### src/rtl/counter_multimode_pkg.sv
// counter_pkg: shared types for the multimode bounded counter.
//   cnt_mode_e  - runtime counting mode (WRAP / SAT / ONESHOT)
//   cnt_state_e - one-shot sequencer state
//   decode_mode - maps the raw 2-bit mode field, reserved 2'b11 -> WRAP
package counter_pkg;

  typedef enum logic [1:0] {
    CNT_WRAP    = 2'd0,
    CNT_SAT     = 2'd1,
    CNT_ONESHOT = 2'd2
  } cnt_mode_e;

  typedef enum logic [1:0] {
    CNT_IDLE = 2'd0,
    CNT_RUN  = 2'd1,
    CNT_DONE = 2'd2
  } cnt_state_e;

  function automatic cnt_mode_e decode_mode(input logic [1:0] m);
    case (m)
      2'd1:    return CNT_SAT;
      2'd2:    return CNT_ONESHOT;
      default: return CNT_WRAP;
    endcase
  endfunction

endpackage

### src/rtl/counter_multimode_if.sv
// Control/status bundle of the multimode counter.
//   en, dir, step, mode, start, load_en, load_count : controls into the counter
//   count, tc, ovf, busy                            : registered status out
// master: the controlling agent; slave: the counter itself.
interface counter_multimode_if #(
  parameter int unsigned COUNT_WIDTH = 8,
  parameter int unsigned STEP_WIDTH  = 4
) ();
  logic                   en;
  logic                   dir;
  logic [STEP_WIDTH-1:0]  step;
  logic [1:0]             mode;
  logic                   start;
  logic                   load_en;
  logic [COUNT_WIDTH-1:0] load_count;
  logic [COUNT_WIDTH-1:0] count;
  logic                   tc;
  logic                   ovf;
  logic                   busy;

  modport master (
    output en, dir, step, mode, start, load_en, load_count,
    input  count, tc, ovf, busy
  );

  modport slave (
    input  en, dir, step, mode, start, load_en, load_count,
    output count, tc, ovf, busy
  );
endinterface

### src/rtl/counter_multimode_next.sv
// counter_next: combinational next-count generator for one bounded counter.
//   i_count/i_dir/i_step/i_mode -> o_next (bounded next value),
//   o_hit_bound (event that raises tc: wrap in WRAP, entering a bound in SAT,
//   reaching the far bound in ONESHOT), o_clamped (overshoot was clamped).
// A step of zero holds the count and reports nothing.
module counter_next
  import counter_pkg::*;
#(
  parameter int unsigned COUNT_WIDTH = 8,
  parameter int unsigned STEP_WIDTH  = 4,
  parameter int unsigned COUNT_FROM  = 0,
  parameter int unsigned COUNT_TO    = 255
) (
  input  logic [COUNT_WIDTH-1:0] i_count,
  input  logic                   i_dir,
  input  logic [STEP_WIDTH-1:0]  i_step,
  input  cnt_mode_e              i_mode,
  output logic [COUNT_WIDTH-1:0] o_next,
  output logic                   o_hit_bound,
  output logic                   o_clamped
);
  localparam int unsigned            WW     = COUNT_WIDTH + STEP_WIDTH + 1;
  localparam logic [WW-1:0]          FROM_W = WW'(COUNT_FROM);
  localparam logic [WW-1:0]          TO_W   = WW'(COUNT_TO);
  localparam logic [COUNT_WIDTH-1:0] FROM_C = COUNT_WIDTH'(COUNT_FROM);
  localparam logic [COUNT_WIDTH-1:0] TO_C   = COUNT_WIDTH'(COUNT_TO);

  logic [WW-1:0]          w_count;
  logic [WW-1:0]          w_step;
  logic [WW-1:0]          w_sum;
  logic                   w_overshoot;
  logic [COUNT_WIDTH-1:0] w_bound;

  assign w_count = WW'(i_count);
  assign w_step  = WW'(i_step);
  assign w_sum   = i_dir ? (w_count + w_step) : (w_count - w_step);
  // Down overshoot tested as count < FROM + step so the wide value never goes negative.
  assign w_overshoot = i_dir ? (w_sum > TO_W) : (w_count < (FROM_W + w_step));
  assign w_bound     = i_dir ? TO_C : FROM_C;

  always_comb begin
    o_next      = i_count;
    o_hit_bound = 1'b0;
    o_clamped   = 1'b0;
    if (i_step != '0) begin
      if (w_overshoot) begin
        case (i_mode)
          CNT_SAT: begin
            o_next      = w_bound;
            o_clamped   = 1'b1;
            o_hit_bound = (i_count != w_bound);
          end
          CNT_ONESHOT: begin
            o_next      = w_bound;
            o_clamped   = 1'b1;
            o_hit_bound = 1'b1;
          end
          default: begin
            o_next      = i_dir ? FROM_C : TO_C;
            o_hit_bound = 1'b1;
          end
        endcase
      end else begin
        o_next      = w_sum[COUNT_WIDTH-1:0];
        o_hit_bound = (i_mode != CNT_WRAP) && (w_sum[COUNT_WIDTH-1:0] == w_bound);
      end
    end
  end
endmodule

### src/rtl/counter_multimode.sv
// counter_multimode: bounded up/down counter with variable step and
// runtime WRAP / SAT / ONESHOT mode, terminal-count pulse, sticky overflow.
//   clk  : rising-edge clock
//   rst  : asynchronous active-low reset
//   bus  : counter_multimode_if.slave (controls in, count/tc/ovf/busy out)
// Per-cycle priority: accepted start > load_en > en.
module counter_multimode
  import counter_pkg::*;
#(
  parameter int unsigned COUNT_WIDTH = 8,
  parameter int unsigned STEP_WIDTH  = 4,
  parameter int unsigned COUNT_FROM  = 0,
  parameter int unsigned COUNT_TO    = 255
) (
  input logic                clk,
  input logic                rst,
  counter_multimode_if.slave bus
);
  localparam logic [COUNT_WIDTH-1:0] FROM_C = COUNT_WIDTH'(COUNT_FROM);
  localparam logic [COUNT_WIDTH-1:0] TO_C   = COUNT_WIDTH'(COUNT_TO);

  logic [COUNT_WIDTH-1:0] r_count;
  logic                   r_tc;
  logic                   r_ovf;
  logic                   r_busy;
  cnt_state_e             r_state;

  logic [COUNT_WIDTH-1:0] w_count_nxt;
  logic                   w_tc_nxt;
  logic                   w_ovf_nxt;
  cnt_state_e             w_state_nxt;
  cnt_mode_e              w_mode;
  logic                   w_start_ok;
  logic [COUNT_WIDTH-1:0] w_load_clamped;
  logic [COUNT_WIDTH-1:0] w_step_next;
  logic                   w_hit_bound;
  logic                   w_clamped;

  assign w_mode     = decode_mode(bus.mode);
  assign w_start_ok = (w_mode == CNT_ONESHOT) && bus.start && (r_state != CNT_RUN);
  assign w_load_clamped = (bus.load_count < FROM_C) ? FROM_C :
                          (bus.load_count > TO_C)   ? TO_C   : bus.load_count;

  counter_next #(
    .COUNT_WIDTH (COUNT_WIDTH),
    .STEP_WIDTH  (STEP_WIDTH),
    .COUNT_FROM  (COUNT_FROM),
    .COUNT_TO    (COUNT_TO)
  ) u_next (
    .i_count     (r_count),
    .i_dir       (bus.dir),
    .i_step      (bus.step),
    .i_mode      (w_mode),
    .o_next      (w_step_next),
    .o_hit_bound (w_hit_bound),
    .o_clamped   (w_clamped)
  );

  always_comb begin
    w_count_nxt = r_count;
    w_tc_nxt    = 1'b0;
    w_ovf_nxt   = r_ovf;
    w_state_nxt = r_state;
    if (w_mode != CNT_ONESHOT) w_state_nxt = CNT_IDLE;

    if (w_start_ok) begin
      w_count_nxt = bus.dir ? FROM_C : TO_C;
      w_ovf_nxt   = 1'b0;
      w_state_nxt = CNT_RUN;
    end else if (bus.load_en) begin
      w_count_nxt = w_load_clamped;
      w_ovf_nxt   = 1'b0;
    end else if (bus.en) begin
      if (w_mode == CNT_ONESHOT) begin
        if (r_state == CNT_RUN) begin
          w_count_nxt = w_step_next;
          w_tc_nxt    = w_hit_bound;
          w_ovf_nxt   = r_ovf | w_clamped;
          if (w_hit_bound) w_state_nxt = CNT_DONE;
        end
      end else if (r_state != CNT_RUN) begin
        // r_state==RUN here means mode just left ONESHOT: hold for the return-to-IDLE cycle.
        w_count_nxt = w_step_next;
        w_tc_nxt    = w_hit_bound;
        w_ovf_nxt   = r_ovf | w_clamped;
      end
    end
  end

  always_ff @(posedge clk or negedge rst) begin
    if (!rst) begin
      r_count <= FROM_C;
      r_tc    <= 1'b0;
      r_ovf   <= 1'b0;
      r_busy  <= 1'b0;
      r_state <= CNT_IDLE;
    end else begin
      r_count <= w_count_nxt;
      r_tc    <= w_tc_nxt;
      r_ovf   <= w_ovf_nxt;
      r_busy  <= (w_state_nxt == CNT_RUN);
      r_state <= w_state_nxt;
    end
  end

  assign bus.count = r_count;
  assign bus.tc    = r_tc;
  assign bus.ovf   = r_ovf;
  assign bus.busy  = r_busy;
endmodule

### src/flat_wrapper.sv
// flat-port wrapper written by rule: the top's interface ports become plain ports
module counter_multimode_flat import counter_pkg::*;
#(
  parameter int unsigned COUNT_WIDTH = 8,
  parameter int unsigned STEP_WIDTH  = 4,
  parameter int unsigned COUNT_FROM  = 0,
  parameter int unsigned COUNT_TO    = 255
)
  (clk, rst, bus_en, bus_dir, bus_step, bus_mode, bus_start, bus_load_en, bus_load_count, bus_count, bus_tc, bus_ovf, bus_busy);
  counter_multimode_if #(.COUNT_WIDTH(COUNT_WIDTH), .STEP_WIDTH(STEP_WIDTH)) bus_i ();
  input logic clk;
  input logic rst;
  input wire logic [$bits(bus_i.en)-1:0] bus_en;
  input wire logic [$bits(bus_i.dir)-1:0] bus_dir;
  input wire logic [$bits(bus_i.step)-1:0] bus_step;
  input wire logic [$bits(bus_i.mode)-1:0] bus_mode;
  input wire logic [$bits(bus_i.start)-1:0] bus_start;
  input wire logic [$bits(bus_i.load_en)-1:0] bus_load_en;
  input wire logic [$bits(bus_i.load_count)-1:0] bus_load_count;
  output wire logic [$bits(bus_i.count)-1:0] bus_count;
  output wire logic [$bits(bus_i.tc)-1:0] bus_tc;
  output wire logic [$bits(bus_i.ovf)-1:0] bus_ovf;
  output wire logic [$bits(bus_i.busy)-1:0] bus_busy;
  assign bus_i.en = bus_en;
  assign bus_i.dir = bus_dir;
  assign bus_i.step = bus_step;
  assign bus_i.mode = bus_mode;
  assign bus_i.start = bus_start;
  assign bus_i.load_en = bus_load_en;
  assign bus_i.load_count = bus_load_count;
  assign bus_count = bus_i.count;
  assign bus_tc = bus_i.tc;
  assign bus_ovf = bus_i.ovf;
  assign bus_busy = bus_i.busy;
  counter_multimode #(.COUNT_WIDTH(COUNT_WIDTH), .STEP_WIDTH(STEP_WIDTH), .COUNT_FROM(COUNT_FROM), .COUNT_TO(COUNT_TO)) u_core (.clk(clk), .rst(rst), .bus(bus_i));
endmodule
### config.mk
export PLATFORM = sky130hd
export DESIGN_NAME = counter_multimode_flat
export DESIGN_NICKNAME = d
export VERILOG_FILES = /design/src/rtl/counter_multimode_pkg.sv /design/src/rtl/counter_multimode_if.sv /design/src/rtl/counter_multimode_next.sv /design/src/rtl/counter_multimode.sv /design/src/flat_wrapper.sv
export SDC_FILE = /design/constraint.sdc
export NUM_CORES = 1
export LEC_CHECK = 0
export CAP_MARGIN = 20
export CORE_MARGIN = 1
export CORE_UTILIZATION = 48
export DETAILED_ROUTE_END_ITERATION = 7
export PLACE_DENSITY = 0.78
export SETUP_SLACK_MARGIN = 0.5
export SYNTH_ARGS = -nofsm -noshare
export SYNTH_HDL_FRONTEND = slang
export SYNTH_HIERARCHICAL = 1
export SYNTH_SLANG_ARGS = --single-unit
export TNS_END_PERCENT = 5
### constraint.sdc
create_clock -name clk -period 2.7 [get_ports clk]
set_clock_uncertainty 0.1 [all_clocks]
set_input_delay 0.54 -clock clk [delete_from_list [all_inputs] [get_ports clk]]
set_output_delay 0.54 -clock clk [all_outputs]
set_load 0.05 [all_outputs]
==> summary.md <==
| Metric | Value |
|---|---|
| GR Util All Layers | `0.272` |
| Vias in the first global route | `1669` |
| Via count | `1891` |
| Die Area | `3820 um^2` |
| Post-synthesis sequential element count | `13` |
| Routability cong. | `0.898` |
| EDFF count, synth | `0` |
| Area leader, netlist | `dfrtp_1` |
| Std-Cell Core Area | `3390 um^2` |
| FF-to-FF Start | `u_core/bus.count[0]` |
| WL/cell | `15.9 um` |
| Routed Antenna Nets | `0` |
| DP HPWL | `3.55 mm` |
| Crit Path Max Fanout | `3` |
| IO Count | `31` |
| Sinks on the clock net | `13` |
| CTS root buf | `clkbuf_4` |
| Initial antenna violation count | `0` |
| Synth Instances | `218` |
| Reg2reg path depth | `13` |
| Tcrit/Tclk final | `1.03` |
| Remaining DRCs | `0` |
| Critical Path RT | `2820 ps` |
| Pre-CTS WS | `-727 ps` |
| CTS Buffer Depth | `2` |
| CTS buffer count | `3` |
| HP Class | `reg -> reg` |
| R2R Path End | `u_core/bus.count[5]` |
| Synthesis-to-finish area growth | `53.3%` |
| Worst-margin pin slew | `582 ps` |
| Critical path arrival | `2910 ps` |
| Max cap viols | `0` |
| Status | `finished, violations left` |
| Vias per inst | `5.61` |
| Final-stage net count | `326` |
| Critical Path Start Type | `input port` |
| Synthesized area | `1720 um^2` |
| Ant diodes | `0` |
| VDD IR max | `0.000445 V` |
| Min-delay src | `u_core/r_state[1]` |
| Ys flop type | `dfrtp_1` |
| First-pass iteration count of the detailed router | `4` |
| # rows | `21` |
| Final Setup Violations | `6` |
| Detailed Route WL | `5.36 mm` |
| Setup CP Type | `in -> reg` |
| WHS Path Cells | `2` |
| P_leak | `1.18 nW` |
| Starting Density | `0.506` |
| Warnings, synthesis | `6` |
| Ratio of cells with drive above 1 in the final layout | `0.378` |
| # port buffers | `30` |
| Unique masters post-synth | `57` |
| FMAX | `358 MHz` |
| Die Ht | `61.8 um` |
| Failing checks | `negative setup slack` |
| Post-synthesis sequential area ratio | `0.190` |
| Mapped Avg Cell Area | `7.87 um^2` |
| Power Total | `0.00167 W` |
| First-pass GRT wire length | `7.68 mm` |
| Hold slack | `423 ps` |
| Worst setup EP type | `flop` |
| Largest net degree at the start of global routing | `28` |
| Syn Nets | `252` |
| H-tree depth | `1` |
| Die X | `61.8 um` |
| Top cells by area, synth | `dfrtp_1, ha_1, mux2i_1` |
| Worst-Skew Late Latency | `280 ps` |
| Final hold viol count | `0` |
| Clk slew on worst S/H paths | `70 ps` |
| RSZ-0062 raised after global routing | `yes` |
| Yosys top cell area share | `0.190` |
| Gr ovfl total | `0` |
| Async set-reset flop share out of synthesis | `1.00` |
| Slew margin rel. | `0.611` |
| CTS Hold Bufs | `0` |
| Hold endpoint | `u_core/r_state[1]` |
| CTS tree | `done` |
| Reg2Reg Setup Slack | `-80 ps` |
| Final core utilization | `0.776` |
| Post-route setup slack | `-92.7 ps` |
| Pins Over Slew Limit | `0` |
| Power Density | `636 nW/um^2` |
| Initial DRC count | `135` |
| Period minus WS final | `2790 ps` |
| Setup TNS | `-398 ps` |
## per-stage QoR
step | std cells | instance area, um^2
final | 337 | 2630
after global routing | 337 | 2630
after CTS | 334 | 2500
after detailed placement | 323 | 2360
after global placement | 323 | 2360
after floorplan | 218 | 1760
## report_power, final
group	total [W]	internal, W	switching (W)
combinational	0.00124	0.000600	0.000642
sequential	0.000310	0.000228	0.0000816
clock	0.000121	0.0000574	0.0000635
## worst max-delay path by stage
stage,start,slack [ps],endpoint
after floorplan,u_core/bus.count[0],10,u_core/bus.count[1]
after global placement,bus_step[0],-690,u_core/bus.busy
after detailed placement,bus_step[0],-730,u_core/r_state[1]
after CTS,bus_step[1],40,u_core/bus.count[5]
after global routing,bus_step[2],-260,u_core/r_state[1]
final,bus_step[2],-90,u_core/bus.tc
## registers in the layout (all words and copies together), names as in the netlist
signal,flops
u_core/bus.busy,1
u_core/bus.count,8
u_core/bus.ovf,1
u_core/bus.tc,1
u_core/r_state,2
## placed cells by master, fill, tap and decap left out, drive strengths merged, types with 4 or more instances in the layout
master          n
xnor2           4
nand3           6
a31oi           5
clkdlybuf4s50  18
nand2b          6
and3            4
nor3           11
inv            12
nor2           19
ha             12
dfrtp          13
a21oi          11
a31o            8
dlymetal6s2s    8
or3             8
o21ai          19
clkbuf          4
nand2          16
buf            53
mux2i          12
## logic make-up after synthesis
kind of cell / synth area share
AOI/OAI and AO/OA: 0.266
buffers and inverters: 0.0707
and+or+nand+nor: 0.262
DFF: 0.190
xor gates and xnor gates: 0.0306
muxes: 0.0700
adders and majority gates: 0.111
## metal layers
| layer | track usage | share of wire | up-vias |
|---|---|---|---|
| met5 | 0 | 0 | - |
| li1 | - | - | 942 |
| met2 | 0.422 | 0.47 | 48 |
| met4 | 0.0762 | 0.021 | 0 |
| met1 | 0.411 | 0.47 | 888 |
| met3 | 0.00828 | 0.037 | 13 |
## synth_stat cells, types with 6 or more instances
cell type and count:
a21oi_1 10, a31o_2 7, buf_2 6, dfrtp_1 13
ha_1 12, inv_1 11, mux2i_1 12, nand2_1 16
nand3_1 6, nor2_1 18, nor3_1 9, o21ai_0 17
or3_1 8
## final cells by class
class,count,area (um^2)
multi-input cells,179,1450
fillers,221,759
repair buffers,82,712
flip-flops and latches,13,328
well taps,46,57.6
inverters,13,53.8
clock buffers,4,26.3
## critical path, stage by stage
cell	delay, ps
dlygate4sd2_1	250
buf_4	150
ha_1	210
nor2b_1	160
o21ai_0	240
nand3_1	200
a211oi_2	270
a22oi_2	120
o31ai_2	300
nand2_1	150
nor2_2	140
and3_1	180
## timing repair
action	CTS	global route
setup endpoints to repair	21	21
gates resized for setup	27	26
buffers inserted	7	3
pin swaps	20	18
No activity file was read; power rests on OpenSTA's default activity.
